### config.mk
export PLATFORM = sky130hd
export DESIGN_NAME = mem_port_arbiter_flat
export DESIGN_NICKNAME = d
export VERILOG_FILES = /design/src/rtl/mem_port_arbiter_pkg.sv /design/src/rtl/mem_port_arbiter_if.sv /design/src/rtl/mem_port_arbiter_wait_timer.sv /design/src/rtl/mem_port_arbiter.sv /design/src/flat_wrapper.sv
export SDC_FILE = /design/constraint.sdc
export NUM_CORES = 1
export LEC_CHECK = 0
export BUFFER_PORTS_ARGS = -buffer_cell sky130_fd_sc_hd__buf_2
export CAP_MARGIN = 20
export CORE_ASPECT_RATIO = 1.5
export CORE_MARGIN = 1
export CORE_UTILIZATION = 47
export CTS_CLUSTER_SIZE = 8
export DETAILED_ROUTE_END_ITERATION = 7
export PLACE_DENSITY = 0.8
export SLEW_MARGIN = 10
export SYNTH_ARGS = -nofsm -noshare
export SYNTH_HDL_FRONTEND = slang
export SYNTH_HIERARCHICAL = 1
export SYNTH_SLANG_ARGS = --single-unit
### constraint.sdc
create_clock -name clock -period 3.4 [get_ports clock]
set_input_delay 0.17 -clock clock [delete_from_list [all_inputs] [get_ports clock]]
set_output_delay 0.17 -clock clock [all_outputs]
set_load 0.02 [all_outputs]
### src/rtl/mem_port_arbiter_pkg.sv
// mem_arb_pkg: shared state encoding, grant identifiers and default timeout for the memory port arbiter.
package mem_arb_pkg;
   typedef enum logic [1:0] {IDLE = 2'd0, DATA_BUSY = 2'd1, FETCH_BUSY = 2'd2} state_t;
   localparam logic GRANT_FETCH = 1'b0;
   localparam logic GRANT_DATA = 1'b1;
   localparam int MAX_WAIT_DEF = 15;
endpackage

### src/rtl/mem_port_arbiter_if.sv
// mem_port_arbiter_if: pipeline-side requests/results and the memory-side strobes of the unified memory port.
interface mem_port_arbiter_if #(parameter int ADDR_W = 32, parameter int DATA_W = 32);
   logic ifReq, dMemRead, dMemWrite, ifDone, dDone, stallPipe, stallFetch;
   logic memRe, memWe, memReady, errTimeout;
   logic [ADDR_W-1:0] ifAddr, dAddr, memAddr;
   logic [DATA_W-1:0] dWData, ifRData, dRData, memWData, memRData;
   modport master (
      input ifReq, ifAddr, dMemRead, dMemWrite, dAddr, dWData, memRData, memReady,
      output ifDone, ifRData, dDone, dRData, stallPipe, stallFetch, memAddr, memWData, memRe, memWe,
      errTimeout
   );
   modport slave (
      output ifReq, ifAddr, dMemRead, dMemWrite, dAddr, dWData, memRData, memReady,
      input ifDone, ifRData, dDone, dRData, stallPipe, stallFetch, memAddr, memWData, memRe, memWe,
      errTimeout
   );
endinterface

### src/rtl/mem_port_arbiter_wait_timer.sv
// wait_timer: counts busy cycles of one memory access and flags the cycle in which the wait budget runs out.
module wait_timer import mem_arb_pkg::*; #(parameter int MAX_WAIT = MAX_WAIT_DEF) (
   input  logic clock,
   input  logic nReset,
   input  logic clr,
   input  logic en,
   output logic expired
);
   logic [7:0] count;
   always_ff @(posedge clock or negedge nReset)
      if (!nReset) count <= '0;
      else if (clr) count <= '0;
      else if (en) count <= count + 8'd1;
   // true in the last allowed cycle: its edge would bring the count to MAX_WAIT
   assign expired = en && (count == 8'(MAX_WAIT - 1));
endmodule

### src/rtl/mem_port_arbiter.sv
// mem_port_arbiter: round-robin sharing of the unified memory between fetch and MEM-stage data accesses.
module mem_port_arbiter import mem_arb_pkg::*; #(
   parameter int ADDR_W = 32,
   parameter int DATA_W = 32,
   parameter int MAX_WAIT = MAX_WAIT_DEF
) (
   input logic clock,
   input logic nReset,
   mem_port_arbiter_if.master bus
);
   state_t state, state_n;
   logic last_grant, req_d, req_f, grant_d, grant_f, busy, expired, finish;
   logic [ADDR_W-1:0] grant_addr;
   logic [DATA_W-1:0] rdata;
   // a requester whose done is pulsing is still the one just served, so it is not re-granted
   assign req_d = (bus.dMemRead | bus.dMemWrite) & ~bus.dDone;
   assign req_f = bus.ifReq & ~bus.ifDone;
   assign grant_d = req_d & (~req_f | last_grant == GRANT_FETCH);
   assign grant_f = req_f & ~grant_d;
   assign busy = state != IDLE;
   assign finish = busy & (bus.memReady | expired);
   assign grant_addr = grant_d ? bus.dAddr : bus.ifAddr;
   assign rdata = bus.memReady ? bus.memRData : '0;
   assign bus.stallPipe = req_d;
   assign bus.stallFetch = req_d | req_f;
   wait_timer #(.MAX_WAIT(MAX_WAIT)) timer (
      .clock(clock), .nReset(nReset), .clr(!busy), .en(busy), .expired(expired)
   );
   always_ff @(posedge clock or negedge nReset)
      if (!nReset) state <= IDLE;
      else state <= state_n;
   always_comb begin
      state_n = state;
      if (!busy) state_n = grant_d ? DATA_BUSY : grant_f ? FETCH_BUSY : IDLE;
      else if (finish) state_n = IDLE;
   end
   always_ff @(posedge clock or negedge nReset)
      if (!nReset) begin
         bus.memAddr <= '0;
         bus.memWData <= '0;
         bus.memRe <= 1'b0;
         bus.memWe <= 1'b0;
         bus.ifDone <= 1'b0;
         bus.dDone <= 1'b0;
         bus.ifRData <= '0;
         bus.dRData <= '0;
         bus.errTimeout <= 1'b0;
         last_grant <= GRANT_FETCH;
      end else begin
         bus.ifDone <= finish && state == FETCH_BUSY;
         bus.dDone <= finish && state == DATA_BUSY;
         if (!busy && (grant_d || grant_f)) begin
            bus.memAddr <= grant_addr;
            if (grant_d && bus.dMemWrite) bus.memWData <= bus.dWData;
            bus.memWe <= grant_d & bus.dMemWrite;
            bus.memRe <= ~(grant_d & bus.dMemWrite);
            last_grant <= grant_d ? GRANT_DATA : GRANT_FETCH;
         end else if (finish) begin
            bus.memRe <= 1'b0;
            bus.memWe <= 1'b0;
         end
         // reads capture memory data, or zero on timeout; writes leave the load register alone
         if (finish && bus.memRe) begin
            if (state == FETCH_BUSY) bus.ifRData <= rdata;
            else bus.dRData <= rdata;
         end
         if (finish && !bus.memReady) bus.errTimeout <= 1'b1;
      end
endmodule

### src/flat_wrapper.sv
// flat-port wrapper written by rule: the top's interface ports become plain ports
module mem_port_arbiter_flat import mem_arb_pkg::*;
#(
   parameter int ADDR_W = 32,
   parameter int DATA_W = 32,
   parameter int MAX_WAIT = MAX_WAIT_DEF
)
  (clock, nReset, bus_ifReq, bus_ifAddr, bus_dMemRead, bus_dMemWrite, bus_dAddr, bus_dWData, bus_memRData, bus_memReady, bus_ifDone, bus_ifRData, bus_dDone, bus_dRData, bus_stallPipe, bus_stallFetch, bus_memAddr, bus_memWData, bus_memRe, bus_memWe, bus_errTimeout);
  mem_port_arbiter_if #(.ADDR_W(ADDR_W), .DATA_W(DATA_W)) bus_i ();
  input logic clock;
  input logic nReset;
  input wire logic [$bits(bus_i.ifReq)-1:0] bus_ifReq;
  input wire logic [$bits(bus_i.ifAddr)-1:0] bus_ifAddr;
  input wire logic [$bits(bus_i.dMemRead)-1:0] bus_dMemRead;
  input wire logic [$bits(bus_i.dMemWrite)-1:0] bus_dMemWrite;
  input wire logic [$bits(bus_i.dAddr)-1:0] bus_dAddr;
  input wire logic [$bits(bus_i.dWData)-1:0] bus_dWData;
  input wire logic [$bits(bus_i.memRData)-1:0] bus_memRData;
  input wire logic [$bits(bus_i.memReady)-1:0] bus_memReady;
  output wire logic [$bits(bus_i.ifDone)-1:0] bus_ifDone;
  output wire logic [$bits(bus_i.ifRData)-1:0] bus_ifRData;
  output wire logic [$bits(bus_i.dDone)-1:0] bus_dDone;
  output wire logic [$bits(bus_i.dRData)-1:0] bus_dRData;
  output wire logic [$bits(bus_i.stallPipe)-1:0] bus_stallPipe;
  output wire logic [$bits(bus_i.stallFetch)-1:0] bus_stallFetch;
  output wire logic [$bits(bus_i.memAddr)-1:0] bus_memAddr;
  output wire logic [$bits(bus_i.memWData)-1:0] bus_memWData;
  output wire logic [$bits(bus_i.memRe)-1:0] bus_memRe;
  output wire logic [$bits(bus_i.memWe)-1:0] bus_memWe;
  output wire logic [$bits(bus_i.errTimeout)-1:0] bus_errTimeout;
  assign bus_i.ifReq = bus_ifReq;
  assign bus_i.ifAddr = bus_ifAddr;
  assign bus_i.dMemRead = bus_dMemRead;
  assign bus_i.dMemWrite = bus_dMemWrite;
  assign bus_i.dAddr = bus_dAddr;
  assign bus_i.dWData = bus_dWData;
  assign bus_i.memRData = bus_memRData;
  assign bus_i.memReady = bus_memReady;
  assign bus_ifDone = bus_i.ifDone;
  assign bus_ifRData = bus_i.ifRData;
  assign bus_dDone = bus_i.dDone;
  assign bus_dRData = bus_i.dRData;
  assign bus_stallPipe = bus_i.stallPipe;
  assign bus_stallFetch = bus_i.stallFetch;
  assign bus_memAddr = bus_i.memAddr;
  assign bus_memWData = bus_i.memWData;
  assign bus_memRe = bus_i.memRe;
  assign bus_memWe = bus_i.memWe;
  assign bus_errTimeout = bus_i.errTimeout;
  mem_port_arbiter #(.ADDR_W(ADDR_W), .DATA_W(DATA_W), .MAX_WAIT(MAX_WAIT)) u_core (.clock(clock), .nReset(nReset), .bus(bus_i));
endmodule
==> metrics.cfg <==
[status]
outcome=finished clean

[place]
gp_congestion=0.8254
dp_hpwl_um=10530
io_buffers=268

[clocking]
clock_latency_ps=410
clk_path_buf_depth=2
cts_tree=built
post_cts_buffers=0
numClockSinks=144
cts-root-buf=clkbuf_16
cts_max_level=4
cts_resized=0
clk_pin_slew_ps=60
cts-buffers-inserted=17

[worst_setup_path]
cp_num_buf_inv=1
path_max_fanout=64
cp_common_cell=nand3_1
cp_slowest_cell=buf_4
path_class=reg2reg
cp_top_family=simple AND/OR/NAND/NOR gates
endpoint=u_core/bus.ifRData[9]
startpoint=u_core/state[0]
max_stage_delay_ps=490
rr_startpoint=u_core/state[0]
crit_chain=or2_1 -> nand3_1 -> nor3_1 -> nor2_1 -> nor4bb_4 -> buf_4 -> nand3_1 -> o21ai_0
worstPathRequired_ps=3710
rrSetupSlack_ps=540
path_depth=8
arrival_ps=3160
cp-end-kind=flip-flop
r2r_cells=8
timing.rr.end=u_core/bus.ifRData[9]
start_kind=flip-flop

[yosys]
netlist-cell-type-count=39
synth-main-ff-cell=dfrtp_1
synth_edf_count=0
synth_area_leaders=dfrtp_1 59%, mux2_4 7.1%, o21ai_0 5.7%
yosys_warnings=6
synthDominantCellAreaShare_pct=59.08
syn_nets=697
synthAdderAreaFrac_pct=0.4103
synth-seq-area-share_pct=59.08
synthSimpleGateAreaFrac_pct=11.86
synth_top_family_by_area=multiplexers
synthArstFlopShare_pct=100.0
syn_inst=561
synth_compound_area_share_pct=9.887
synth.avg_cell_area_um2=10.87
netlist_area_mm2=0.006100
synthMuxAreaShare_pct=12.94
yosysTopAreaCell=dfrtp_1
synth_xor_area_share_pct=0.5744
ys_ff_latch=144

[grt]
grt.total_usage_pct=23.47
grt_start_max_net_pins=96
grt_pass1_wl_um=24060
antenna_found_initial=1
grt_pass1_vias=4944
grt_overflow=0

[power_and_ir_drop]
power_leakage_nw=4.418
peakVddDrop_mv=0.5092
p_sw_w=0.003507
swShare_pct=40.61
p_int_w=0.005128
pwr_density_cell_mw_per_mm2=1018
clkPwrFrac_pct=22.1
pwr-share-seq_pct=34.8
combPwrFrac_pct=43.0

[timing]
finalSetupViolCount=0
finalCritPeriodShare_pct=83.97
worst_pin_slew_ps=854.1
finalSetupTns_ps=0
maxSlewHeadroom_pct=42.97
fmax_ghz=0.3503
rsz0062_at_grt=false
post-route-min-period_ps=2855
skew_ps=11.60
drv_slew=0
finalHoldViolCount=0

[route]
drt_iter0_drc=187
vias_per_cell=5.043
wl_um=15880
antenna_left=0
drc_errors=0
wl_met3_um=739
dr.pass1.iters=4
vias=5159
wire_per_inst_um=15.52
top_layer_used=met4
drt-met1-wl_um=6096
wl_met2_um=8528

[min_path]
min_from=bus_memRData[8]
hold_path.class=in2reg

[layout]
area_delta_synth_final_pct=39.10
drive_gt1_share_pct=39.72
mostFrequentLayoutCells=267 x buf_2, 144 x dfrtp_1, 72 x nand2_1
final_util_pct=67.47
final_net_count=989
final_common_cell=buf_2

[floorplan]
num_rows=50
ios=269
start_util_pct=48.51
dieArea_mm2=0.01345
die_w_um=95.02
design.core.area_mm2=0.01257
dieHeight_um=141.5

[flow_run]
drv_cap=0

-- power groups by stage --
| stage | Sequential (W) | Combinational, W | Clock [W] |
|---|---|---|---|
| after floorplan | 0.00396 | 0.00147 | 0 |
| after global placement | 0.00297 | 0.00360 | 0 |
| after detailed placement | 0.00300 | 0.00367 | 0 |
| after CTS | 0.00299 | 0.00371 | 0.00193 |
| after global routing | 0.00311 | 0.00401 | 0.00202 |
| final | 0.00301 | 0.00372 | 0.00191 |
-- state kept, by name, indices dropped and copies added, names as in the netlist, 2 cells and up --
register / flops
u_core/state: 2
u_core/timer/count: 8
u_core/bus.memAddr: 32
u_core/bus.ifRData: 32
u_core/bus.memWData: 32
u_core/bus.dRData: 32
-- kinds of logic after synthesis --
group	after synthesis
xor+xnor	4
simple gates	161
buf+inv	73
fa+ha+maj	2
mux	64
flops	144
compound gates	113
-- synthesized netlist by cell type, drive strengths merged, types with 4 or more instances --
library cell / count
a21oi: 37
buf: 18
clkbuf: 18
dfrtp: 144
inv: 37
mux2: 32
mux2i: 32
nand2: 72
nand3: 34
nand4: 4
nor2: 38
o21ai: 69
-- routing by layer --
metal  GRT usage (%)  vias to the layer above
met3           4.877                       41
met2           41.27                      194
li1                -                     2473
met4           12.04                        0
met5               0                        -
met1           26.29                     2451
-- worst min-delay path by stage --
stage,end,cells after the start
after floorplan,u_core/bus.dDone,0
after global placement,u_core/bus.dRData[29],1
after detailed placement,u_core/bus.ifRData[30],1
after CTS,u_core/bus.memWData[12],2
after global routing,u_core/bus.memWData[7],2
final,u_core/bus.ifRData[8],3
-- metrics by stage --
step	instance area (um2)	setup WS [ps]	hold WS [ps]	power [W]	std cells
after floorplan	6100	1037	-125.6	0.005430	561
after global placement	7536	813.2	298.8	0.006566	956
after detailed placement	7536	610.6	309.1	0.006670	956
after CTS	8452	578.0	0.09076	0.008625	1019
after global routing	8484	330.0	1.140	0.009133	1023
final	8484	545.0	13.25	0.008634	1023
-- worst min-delay path, cell delays in order --
cell and delay [ps]:
buf_2 90, nand3_1 60, o21ai_0 60
-- final cells by class --
class	instances	area (um2)
diodes	1	2.502
clock buffers	20	446.7
clock inverters	12	158.9
fillers	955	4090
inverters	37	138.9
multi-input cells	344	2198
flip-flops and latches	144	3603
well taps	156	195.2
repair buffers	309	1740
-- repair_timing --
action | CTS | global route
setup endpoints to repair | 0 | 0
hold buffers | 31 | 3
endpoints found under the hold margin | 123 | 3
Note: power is estimated with default switching activity, not from simulation.
